<file path="config.mk">
export PLATFORM = sky130hd
export DESIGN_NAME = bcd_counter_array
export DESIGN_NICKNAME = d
export VERILOG_FILES = /design/src/rtl/bcd_counter_pkg.sv /design/src/rtl/bcd_counter_array_switch_conditioner.sv /design/src/rtl/bcd_counter_array.sv
export SDC_FILE = /design/constraint.sdc
export NUM_CORES = 1
export LEC_CHECK = 0
export CAP_MARGIN = 20
export CORE_ASPECT_RATIO = 1.75
export CORE_MARGIN = 2
export CORE_UTILIZATION = 40
export CTS_BUF_LIST = sky130_fd_sc_hd__clkbuf_4 sky130_fd_sc_hd__clkbuf_8
export CTS_CLUSTER_SIZE = 20
export DETAILED_ROUTE_END_ITERATION = 12
export PLACE_DENSITY = 0.64
export SYNTH_ARGS = -nofsm -noshare
export SYNTH_HDL_FRONTEND = slang
export SYNTH_SLANG_ARGS = --single-unit
</file>
<file path="constraint.sdc">
create_clock -name clk -period 13.3 [get_ports clk]
set_input_delay 2.66 -clock clk [delete_from_list [all_inputs] [get_ports clk]]
set_output_delay 2.66 -clock clk [all_outputs]
set_load 0.1 [all_outputs]
</file>
<file path="src/rtl/bcd_counter_pkg.sv">
// Shared types and helpers for the BCD counter array: digit constants,
// a signed carry type and the single-digit decimal add/ripple step.
package bcd_counter_pkg;

    localparam int          BCD_W    = 4;
    localparam logic [3:0]  BCD_MAX  = 4'd9;
    localparam logic [3:0]  BCD_ZERO = 4'd0;

    // Decimal carry/borrow between digits: -1, 0 or +1.
    typedef logic signed [1:0] carry_t;

    localparam carry_t CARRY_NONE = 2'sb00;
    localparam carry_t CARRY_UP   = 2'sb01;
    localparam carry_t CARRY_DOWN = 2'sb11;

    typedef struct packed {
        logic [3:0] digit;
        carry_t     cout;
    } digit_step_t;

    // One digit of the ripple: t = digit + d + cin lies in -2..11, so a
    // single +/-10 correction is always enough.
    function automatic digit_step_t bcd_digit_step(
        input logic [3:0] digit,
        input carry_t     d,
        input carry_t     cin
    );
        logic signed [4:0] t;
        digit_step_t       r;
        t = $signed({1'b0, digit}) + $signed({{3{d[1]}}, d}) + $signed({{3{cin[1]}}, cin});
        if (t > 5'sd9) begin
            r.digit = 4'(t - 5'sd10);
            r.cout  = CARRY_UP;
        end else if (t < 5'sd0) begin
            r.digit = 4'(t + 5'sd10);
            r.cout  = CARRY_DOWN;
        end else begin
            r.digit = t[3:0];
            r.cout  = CARRY_NONE;
        end
        return r;
    endfunction

endpackage

</file>
<file path="src/rtl/bcd_counter_array_switch_conditioner.sv">
// Switch conditioner: three-stage tick-enabled sampler on a raw switch.
// EDGE_MODE=1 gives a one-cycle rising-edge pulse (valid in a tick cycle),
// EDGE_MODE=0 gives the synchronised level.
module switch_conditioner #(
    parameter bit EDGE_MODE = 1'b1
) (
    input  logic clk,
    input  logic rst_n,
    input  logic tick,
    input  logic raw,
    output logic out
);

    logic s1_q, s1_d;
    logic s2_q, s2_d;
    logic s3_q, s3_d;

    // Shift the sampler only on sample ticks; otherwise hold.
    always_comb begin
        s1_d = s1_q;
        s2_d = s2_q;
        s3_d = s3_q;
        if (tick) begin
            s1_d = raw;
            s2_d = s1_q;
            s3_d = s2_q;
        end
    end

    // Sampler registers, cleared by reset so release never fakes an edge.
    always_ff @(posedge clk or negedge rst_n) begin
        if (!rst_n) begin
            s1_q <= 1'b0;
            s2_q <= 1'b0;
            s3_q <= 1'b0;
        end else begin
            s1_q <= s1_d;
            s2_q <= s2_d;
            s3_q <= s3_d;
        end
    end

    assign out = EDGE_MODE ? (tick & s2_q & ~s3_q) : s2_q;

endmodule

</file>
<file path="src/rtl/bcd_counter_array.sv">
// N-digit BCD up/down counter with per-digit inc/dec switches and global
// set-max / set-zero buttons. Carries ripple across all digits in one cycle;
// out-of-range results saturate (SATURATE=1) or wrap modulo 10^NDIG.
// Optional digit-scan outputs are built when BCD_COUNTER_ARRAY_SCAN_EN is
// defined; otherwise an_n is all ones and scan_bcd is zero.
module bcd_counter_array
    import bcd_counter_pkg::*;
#(
    parameter int NDIG       = 4,
    parameter int SATURATE   = 1,
    parameter int SCAN_TICKS = 4
) (
    input  logic                  clk,
    input  logic                  rst_n,
    input  logic                  tick,
    input  logic [NDIG-1:0]       inc_raw,
    input  logic [NDIG-1:0]       dec_raw,
    input  logic                  set_max_raw,
    input  logic                  set_zero_raw,
    output logic [BCD_W*NDIG-1:0] digits,
    output logic                  ovf,
    output logic                  unf,
    output logic [NDIG-1:0]       an_n,
    output logic [3:0]            scan_bcd
);

    if (NDIG < 1 || NDIG > 8) begin : g_bad_ndig
        $error("bcd_counter_array: NDIG must be 1..8");
    end
    if (SCAN_TICKS < 1) begin : g_bad_scan
        $error("bcd_counter_array: SCAN_TICKS must be >= 1");
    end

    logic [BCD_W*NDIG-1:0] digits_q, digits_d;
    logic                  ovf_q, ovf_d;
    logic                  unf_q, unf_d;

    logic [NDIG-1:0]       inc_p;
    logic [NDIG-1:0]       dec_p;
    logic                  set_max_lvl;
    logic                  set_zero_lvl;
    logic [BCD_W*NDIG-1:0] sum_c;
    carry_t                final_carry;
    logic                  any_pulse;

    switch_conditioner #(.EDGE_MODE(1'b0)) u_set_max (
        .clk   (clk),
        .rst_n (rst_n),
        .tick  (tick),
        .raw   (set_max_raw),
        .out   (set_max_lvl)
    );

    switch_conditioner #(.EDGE_MODE(1'b0)) u_set_zero (
        .clk   (clk),
        .rst_n (rst_n),
        .tick  (tick),
        .raw   (set_zero_raw),
        .out   (set_zero_lvl)
    );

    genvar gi;
    for (gi = 0; gi < NDIG; gi++) begin : g_digit
        carry_t      delta_w;
        carry_t      cin_w;
        carry_t      cout_w;
        digit_step_t step_w;

        switch_conditioner #(.EDGE_MODE(1'b1)) u_inc (
            .clk   (clk),
            .rst_n (rst_n),
            .tick  (tick),
            .raw   (inc_raw[gi]),
            .out   (inc_p[gi])
        );

        switch_conditioner #(.EDGE_MODE(1'b1)) u_dec (
            .clk   (clk),
            .rst_n (rst_n),
            .tick  (tick),
            .raw   (dec_raw[gi]),
            .out   (dec_p[gi])
        );

        // Simultaneous inc and dec on one digit cancel out.
        assign delta_w = (inc_p[gi] == dec_p[gi]) ? CARRY_NONE :
                         (inc_p[gi] ? CARRY_UP : CARRY_DOWN);

        if (gi == 0) begin : g_lsd
            assign cin_w = CARRY_NONE;
        end else begin : g_upper
            assign cin_w = g_digit[gi-1].cout_w;
        end

        assign step_w = bcd_digit_step(digits_q[BCD_W*gi +: BCD_W], delta_w, cin_w);
        assign sum_c[BCD_W*gi +: BCD_W] = step_w.digit;
        assign cout_w = step_w.cout;
    end

    assign final_carry = g_digit[NDIG-1].cout_w;
    assign any_pulse   = (|inc_p) | (|dec_p);

    // Next counter value: set_zero beats set_max beats arithmetic.
    always_comb begin
        digits_d = digits_q;
        ovf_d    = 1'b0;
        unf_d    = 1'b0;
        if (set_zero_lvl) begin
            digits_d = {NDIG{BCD_ZERO}};
        end else if (set_max_lvl) begin
            digits_d = {NDIG{BCD_MAX}};
        end else if (any_pulse) begin
            digits_d = sum_c;
            if (final_carry == CARRY_UP) begin
                ovf_d = 1'b1;
                if (SATURATE != 0) begin
                    digits_d = {NDIG{BCD_MAX}};
                end
            end else if (final_carry == CARRY_DOWN) begin
                unf_d = 1'b1;
                if (SATURATE != 0) begin
                    digits_d = {NDIG{BCD_ZERO}};
                end
            end
        end
    end

    // Counter state and overflow/underflow pulse registers.
    always_ff @(posedge clk or negedge rst_n) begin
        if (!rst_n) begin
            digits_q <= '0;
            ovf_q    <= 1'b0;
            unf_q    <= 1'b0;
        end else begin
            digits_q <= digits_d;
            ovf_q    <= ovf_d;
            unf_q    <= unf_d;
        end
    end

    assign digits = digits_q;
    assign ovf    = ovf_q;
    assign unf    = unf_q;

`ifdef BCD_COUNTER_ARRAY_SCAN_EN
    localparam int IDX_W = (NDIG > 1) ? $clog2(NDIG) : 1;
    localparam int CNT_W = (SCAN_TICKS > 1) ? $clog2(SCAN_TICKS) : 1;

    logic [CNT_W-1:0] scan_cnt_q, scan_cnt_d;
    logic [IDX_W-1:0] scan_idx_q, scan_idx_d;
    logic [NDIG-1:0]  an_n_q, an_n_d;
    logic [3:0]       scan_bcd_q, scan_bcd_d;

    // Dwell SCAN_TICKS ticks per digit, then step to the next digit.
    always_comb begin
        scan_cnt_d = scan_cnt_q;
        scan_idx_d = scan_idx_q;
        if (tick) begin
            if (scan_cnt_q == CNT_W'(SCAN_TICKS - 1)) begin
                scan_cnt_d = '0;
                scan_idx_d = (scan_idx_q == IDX_W'(NDIG - 1)) ? '0 : scan_idx_q + 1'b1;
            end else begin
                scan_cnt_d = scan_cnt_q + 1'b1;
            end
        end
        an_n_d     = '1;
        scan_bcd_d = BCD_ZERO;
        for (int i = 0; i < NDIG; i++) begin
            if (scan_idx_q == IDX_W'(i)) begin
                an_n_d[i]  = 1'b0;
                scan_bcd_d = digits_q[BCD_W*i +: BCD_W];
            end
        end
    end

    // Scan counter and registered digit-select / digit-value outputs.
    always_ff @(posedge clk or negedge rst_n) begin
        if (!rst_n) begin
            scan_cnt_q <= '0;
            scan_idx_q <= '0;
            an_n_q     <= '1;
            scan_bcd_q <= BCD_ZERO;
        end else begin
            scan_cnt_q <= scan_cnt_d;
            scan_idx_q <= scan_idx_d;
            an_n_q     <= an_n_d;
            scan_bcd_q <= scan_bcd_d;
        end
    end

    assign an_n     = an_n_q;
    assign scan_bcd = scan_bcd_q;
`else
    assign an_n     = '1;
    assign scan_bcd = BCD_ZERO;
`endif

endmodule

</file>
* Word-level counts from Yosys, hierarchy flattened
Cells that the tools add are included.
** Storage, ports and cells
- Input bits :: 13
- Logic and storage cells :: 118
- Output and inout bits :: 26
- Bits in registers :: 46
** Cells by class
- $lt $le $gt $ge :: 8
- Multiplexer cells :: 30
- Bitwise operators :: 25
- Eq/ne operators :: 6
- Add/sub/neg operators :: 15
- Reductions and logical operators :: 3
** Operator list (count)
- 16-bit 2-to-1 mux :: 5
- 6-bit 2-to-1 mux :: 8
- 5-bit by 2-bit adder with 5-bit output :: 7
- 5-bit > comparator, second input constant :: 4
- 5-bit by 1-bit < comparator with 1-bit output, second input constant :: 4
- 4-bit adder, second input constant :: 4
- 1-bit bitwise AND :: 16
- 2-bit 2-to-1 mux :: 8
- 4-bit subtractor, second input constant :: 4
- 1-bit 2-to-1 mux :: 9
- 1-bit NOT :: 8
- 4-bit OR reduction :: 2
- 1-bit == test :: 4
- 3-bit nonzero test :: 1
- 2-bit by 1-bit == test with 1-bit output, second input constant :: 1
- 2-bit == test, second input constant :: 1
- 1-bit bitwise OR :: 1

* Depth between registers and ports, before layout
- Depth in word-level cells :: 26
- Mapped depth :: 46
- Mapped depth without buffers :: 46

* Hierarchy
From an unflattened synthesis, not the netlist that was laid out.
** Unflattened totals
- Cells, all modules :: 323
- Area, all modules :: 3380.7 um^2
** By module, submodules not included
- bcd_counter_array :: cells each 259, sequential area each 450.4 um^2, times used 1, area an instance 2284.7 um^2
- switch_conditioner (g_digit[0].u_dec ...) :: cells each 7, sequential area each 75.1 um^2, times used 8, area an instance 118.9 um^2
- switch_conditioner (u_set_max ...) :: cells each 4, sequential area each 50.0 um^2, times used 2, area an instance 72.6 um^2

* Worst setup path before layout
Ideal clock, no wire load.
- Kind :: input to register
- Start point :: in tick
- End point :: reg digits_q[7], in the netlist digits[7]
- Setup slack :: 1.466 ns
- Required time :: 13.196 ns
- Buffers on the path :: 1
- Stages :: 46
- Arrival :: 11.730 ns
- Setup time :: 0.104 ns
- Cells stage by stage :: inv_1 or3_1 ha_1 buf_2 xor2_1 ha_1 a21oi_1 xnor2_1 inv_1 ha_1 a21boi_0 o21ai_0 ha_1 a21oi_1 fa_1 inv_1 ha_1 inv_1 [10 not listed] inv_1 fa_1 ha_1 nand2b_1 a21oi_1 or3_1 ha_1 a21oi_1 fa_1 inv_1 ha_1 fa_1 inv_1 ha_1 a211oi_1 a21oi_1 nor2b_1 a221oi_1
** On the way
- Longest elaborated chain between the ends :: 26
- Elaborated cells between the ends (all ways) :: 64
- Those cells by class :: 9 x add/sub; 8 x order compare; 6 x eq/ne; 21 x mux; 17 x bitwise; 3 x reduce/logical
** Ends and longest elaborated chain
- start, declared :: RTL line bcd_counter_array.sv:15 : input logic tick,
- 1-bit bitwise AND (2 in a row) :: RTL line bcd_counter_array_switch_conditioner.sv:43 : assign out = EDGE_MODE ? (tick & s2_q & ~s3_q) : s2_q;
- 1-bit == test or 2-bit 2-to-1 mux (tied branches) :: RTL line bcd_counter_array.sv:86, bcd_counter_array.sv:87
- 2-bit 2-to-1 mux :: RTL line bcd_counter_array.sv:86 : assign delta_w = (inc_p[gi] == dec_p[gi]) ? CARRY_NONE :
- 5-bit by 2-bit adder with 5-bit output :: RTL line bcd_counter_pkg.sv:30 : t = $signed({1'b0, digit}) + $signed({{3{d[1]}}, d}) + $signed({{3{cin[1]}}, cin});
- 5-bit by 1-bit < comparator with 1-bit output :: RTL line bcd_counter_pkg.sv:34 : end else if (t < 5'sd0) begin
- 6-bit 2-to-1 mux :: RTL line bcd_counter_pkg.sv:34
- 6-bit 2-to-1 mux :: RTL line bcd_counter_pkg.sv:31 : if (t > 5'sd9) begin
- 5-bit by 2-bit adder with 5-bit output :: RTL line bcd_counter_pkg.sv:30
- [9 not listed]
- 6-bit 2-to-1 mux :: RTL line bcd_counter_pkg.sv:34
- 6-bit 2-to-1 mux :: RTL line bcd_counter_pkg.sv:31
- 2-bit by 1-bit == test with 1-bit output :: RTL line bcd_counter_array.sv:119 : end else if (final_carry == CARRY_DOWN) begin
- 16-bit 2-to-1 mux :: RTL line bcd_counter_array.sv:119
- 16-bit 2-to-1 mux :: RTL line bcd_counter_array.sv:114 : if (final_carry == CARRY_UP) begin
- 16-bit 2-to-1 mux :: RTL line bcd_counter_array.sv:112 : end else if (any_pulse) begin
- 16-bit 2-to-1 mux :: RTL line bcd_counter_array.sv:110 : end else if (set_max_lvl) begin
- 16-bit 2-to-1 mux :: RTL line bcd_counter_array.sv:108 : if (set_zero_lvl) begin
- end signal, assigned :: RTL line bcd_counter_array.sv:135 : digits_q <= digits_d;
- end, declared :: RTL line bcd_counter_array.sv:34 : logic [BCD_W*NDIG-1:0] digits_q, digits_d;
Parallel ways exist; a longest one is shown, timed or not. The select of a mux whose other input is x is not followed.
A chain may end at the register's enable or synchronous reset.

* Final worst setup path
Same ends and word-level chain as after synthesis.

==> impl_metrics.yaml <==
floorplanning:
  row_count: 45
  die_area_um2: 9480
  pin_count: 39
  core_area_um2: 8560
  die_x_um: 74.5
  start_util: 0.406
  die_h_um: 127
sta:
  maxSlewHeadroom: 0.353
  period_needed_ns: 12.61
  max_freq_mhz: 79.3
  min_period_over_period: 0.948
  fin_tns_setup_ns: 0
  final_hold_viol_count: 0
  setup_violations: 0
  tightestPinTransition_ns: 0.968
  maxSlewViolCount: 0
  rsz0062_at_grt: "false"
  fin_skew_ns: 0.00618
clock_tree:
  cts.path.max_buffers: 2
  postCtsSetupBuffers: 0
  clk_latency_ns: 0.30
  htreeDepth: 2
  ctsHoldBuffers: 0
  numCtsBuffers: 5
  cts_resized: 0
  clockRootBuffer: "clkbuf_8"
  cts.sinks: 46
  cts_tree: "done"
  path_clk_slew_ns: 0.08
grt:
  track_usage: 0.165
  grt_max_degree: 47
  grt_first_pass_wirelength_um: 12200
  overflow: 0
  grt_pass1_vias: 2580
  antenna_found_initial: 0
worst_setup_path:
  cp-end-kind: "flop"
  cp-start-kind: "primary input"
  worstPathRequired_ns: 13.50
  crit_start: "tick"
  r2r-start: "g_digit[0].u_inc.s2_q$_DFFE_PN0P_"
  slowest_stage: "fa_1"
  crit_top_cell: "ha_1"
  critPathMaxFanout: 8
  crit_type: "in -> reg"
  critPathMaxStageDelay_ns: 0.60
  critPathArrivalTime_ns: 12.82
synthesis:
  synthAdderAreaFrac: 0.208
  syn_area_per_cell_um2: 9.99
  synthMuxAreaShare: 0.0677
  ys_types: 58
  synth_edf_count: 0
  synth_xor_area_frac: 0.0227
  ys_async_sr_fraction: 1.00
  synthSimpleGateAreaFrac: 0.110
  synth_top_flop_cell: "dfrtp_1"
  ys_warn_count: 0
  ys_ff_latch: 46
  synth_compound_area_frac: 0.171
  netlist_area_um2: 3480
  synth_top_family_by_area: "adder cells"
  synth_cells: 348
  ys_seq_area_frac: 0.331
run:
  drv_cap: 0
hold_path:
  worst_hold_path_type: "reg -> reg"
  worstHoldStart: "g_digit[3].u_inc.s1_q$_DFFE_PN0P_"
outcome:
  status: "finished, final reports clean"
final_layout:
  drive_above_1_share: 0.112
  diodes: 0
  fin_nets: 434
  area_growth_pct: 14.2
drt:
  routed_wl_um: 7050
  ant_nets: 0
  routedWlPerCell_um: 14.4
  vias: 2536
  via_per_inst: 5.16
  dr.pass1.iters: 4
  drt-initial-drc-count: 91
  route.detailed.drc: 0
place:
  port_buffers: 30
  place_hpwl_um: 5540
  gp_congestion: 0.932
==> cells by family after synthesis <==
logic type / count (synthesis)
buffers and inverters: 66
AOI/OAI and AO/OA: 84
muxes: 21
xor gates and xnor gates: 9
other: 2
and+or+nand+nor: 73
DFF: 46
adders and majority gates: 47
==> cells in the final DEF (no fill, tap or decap), drive strengths merged, types with 8 or more instances in the layout <==
| master | netlist | layout |
|---|---|---|
| a22o | 11 | 11 |
| clkdlybuf4s50 | 0 | 29 |
| dfrtp | 46 | 46 |
| mux2 | 20 | 20 |
| conb | 2 | 8 |
| inv | 45 | 45 |
| nand2b | 11 | 11 |
| nor2 | 16 | 16 |
| a21oi | 19 | 19 |
| nand2 | 16 | 16 |
| o21ai | 17 | 17 |
| ha | 29 | 29 |
| fa | 18 | 18 |
==> critical path, delay by kind of cell <==
| family | cells | cell delay (ns) |
|---|---|---|
| xor+xnor | 1 | 0.27 |
| simple gates | 4 | 1.01 |
| buf+inv | 9 | 1.01 |
| fa+ha+maj | 19 | 6.15 |
| compound gates | 11 | 1.70 |
==> flip-flops by register name (all words and copies together) (netlist names), 4 cells and up <==
register,flops
g_digit.u_dec.s3_q,4
g_digit.u_dec.s1_q,4
digits,16
g_digit.u_inc.s3_q,4
g_digit.u_dec.s2_q,4
g_digit.u_inc.s2_q,4
g_digit.u_inc.s1_q,4
==> synthesized netlist by cell type, types with 2 or more instances <==
master     count  area [um2]
nor2_1        16        60.1
buf_6          3        33.8
xnor2_1        5        43.8
conb_1         2        7.51
and3_1         4        25.0
fa_1          18         360
or3_1          6        37.5
xor2_1         4        35.0
nor4_1         2        12.5
buf_1          3        11.3
a211oi_1       3        22.5
o31ai_1        5        37.5
mux2_2        20         225
a22o_1        11        96.3
nor2b_1        2        12.5
o211ai_1       2        15.0
a32o_1         2        20.0
nand2b_1      11        68.8
o22ai_1        3        18.8
nand2_1       16        60.1
nor3_1         4        20.0
inv_1         44         165
ha_1          29         363
a21o_1         3        22.5
or2_1          2        12.5
o21ai_0       16        80.1
clkbuf_1       5        18.8
a221oi_1       2        17.5
buf_4          9        67.6
nand3_1        4        20.0
o2111ai_1      2        17.5
dfrtp_1       46        1150
a21oi_1       19        95.1
==> final timing paths <==
check | end | slack, ns | depth (start not counted)
min in group asynchronous | g_digit[2].u_dec.s2_q$_DFFE_PN0P_ | 2.24 | 1
hold / removal | g_digit[3].u_inc.s2_q$_DFFE_PN0P_ | 0.49 | 2
setup / recovery | digits[7]$_DFFE_PN0P_ | 0.69 | 44
max in group asynchronous | g_digit[0].u_dec.s2_q$_DFFE_PN0P_ | 10.57 | 2
hold reg to reg | g_digit[3].u_inc.s2_q$_DFFE_PN0P_ | 0.49 | 2
setup reg to reg | digits[7]$_DFFE_PN0P_ | 3.24 | 43
==> layout make-up <==
cell class	count	area, um2
Clock inverter	1	30.0
Clock buffer	6	82.6
Fill cell	822	4590
Multi-Input combinational cell	242	2050
Inverter	45	169
Tap cell	117	146
Sequential cell	46	1150
Timing Repair Buffer	34	338
==> through the flow <==
| step | setup slack [ns] | util | instance area (um2) | hold slack, ns | cells |
|---|---|---|---|---|---|
| after floorplan | 1.47 | - | 3500 | 0.449 | 354 |
| after global placement | 0.315 | 0.447 | 3830 | 0.461 | 483 |
| after detailed placement | 0.0948 | 0.447 | 3830 | 0.468 | 483 |
| after CTS | 0.396 | 0.460 | 3940 | 0.492 | 490 |
| after global routing | 0.0514 | 0.464 | 3970 | 0.519 | 491 |
| final | 0.690 | 0.464 | 3970 | 0.488 | 491 |
==> layer usage <==
metal  track usage  vias to the layer above  share of wire
li1              -                     1235              -
met5             0                        -              0
met4        0.0515                        0          0.020
met3        0.0252                       12          0.023
met2         0.299                       45           0.56
met1         0.193                     1244           0.40
Power is not shown: default switching activity piles up to over one toggle a cycle in this logic, so the estimate is an artifact.
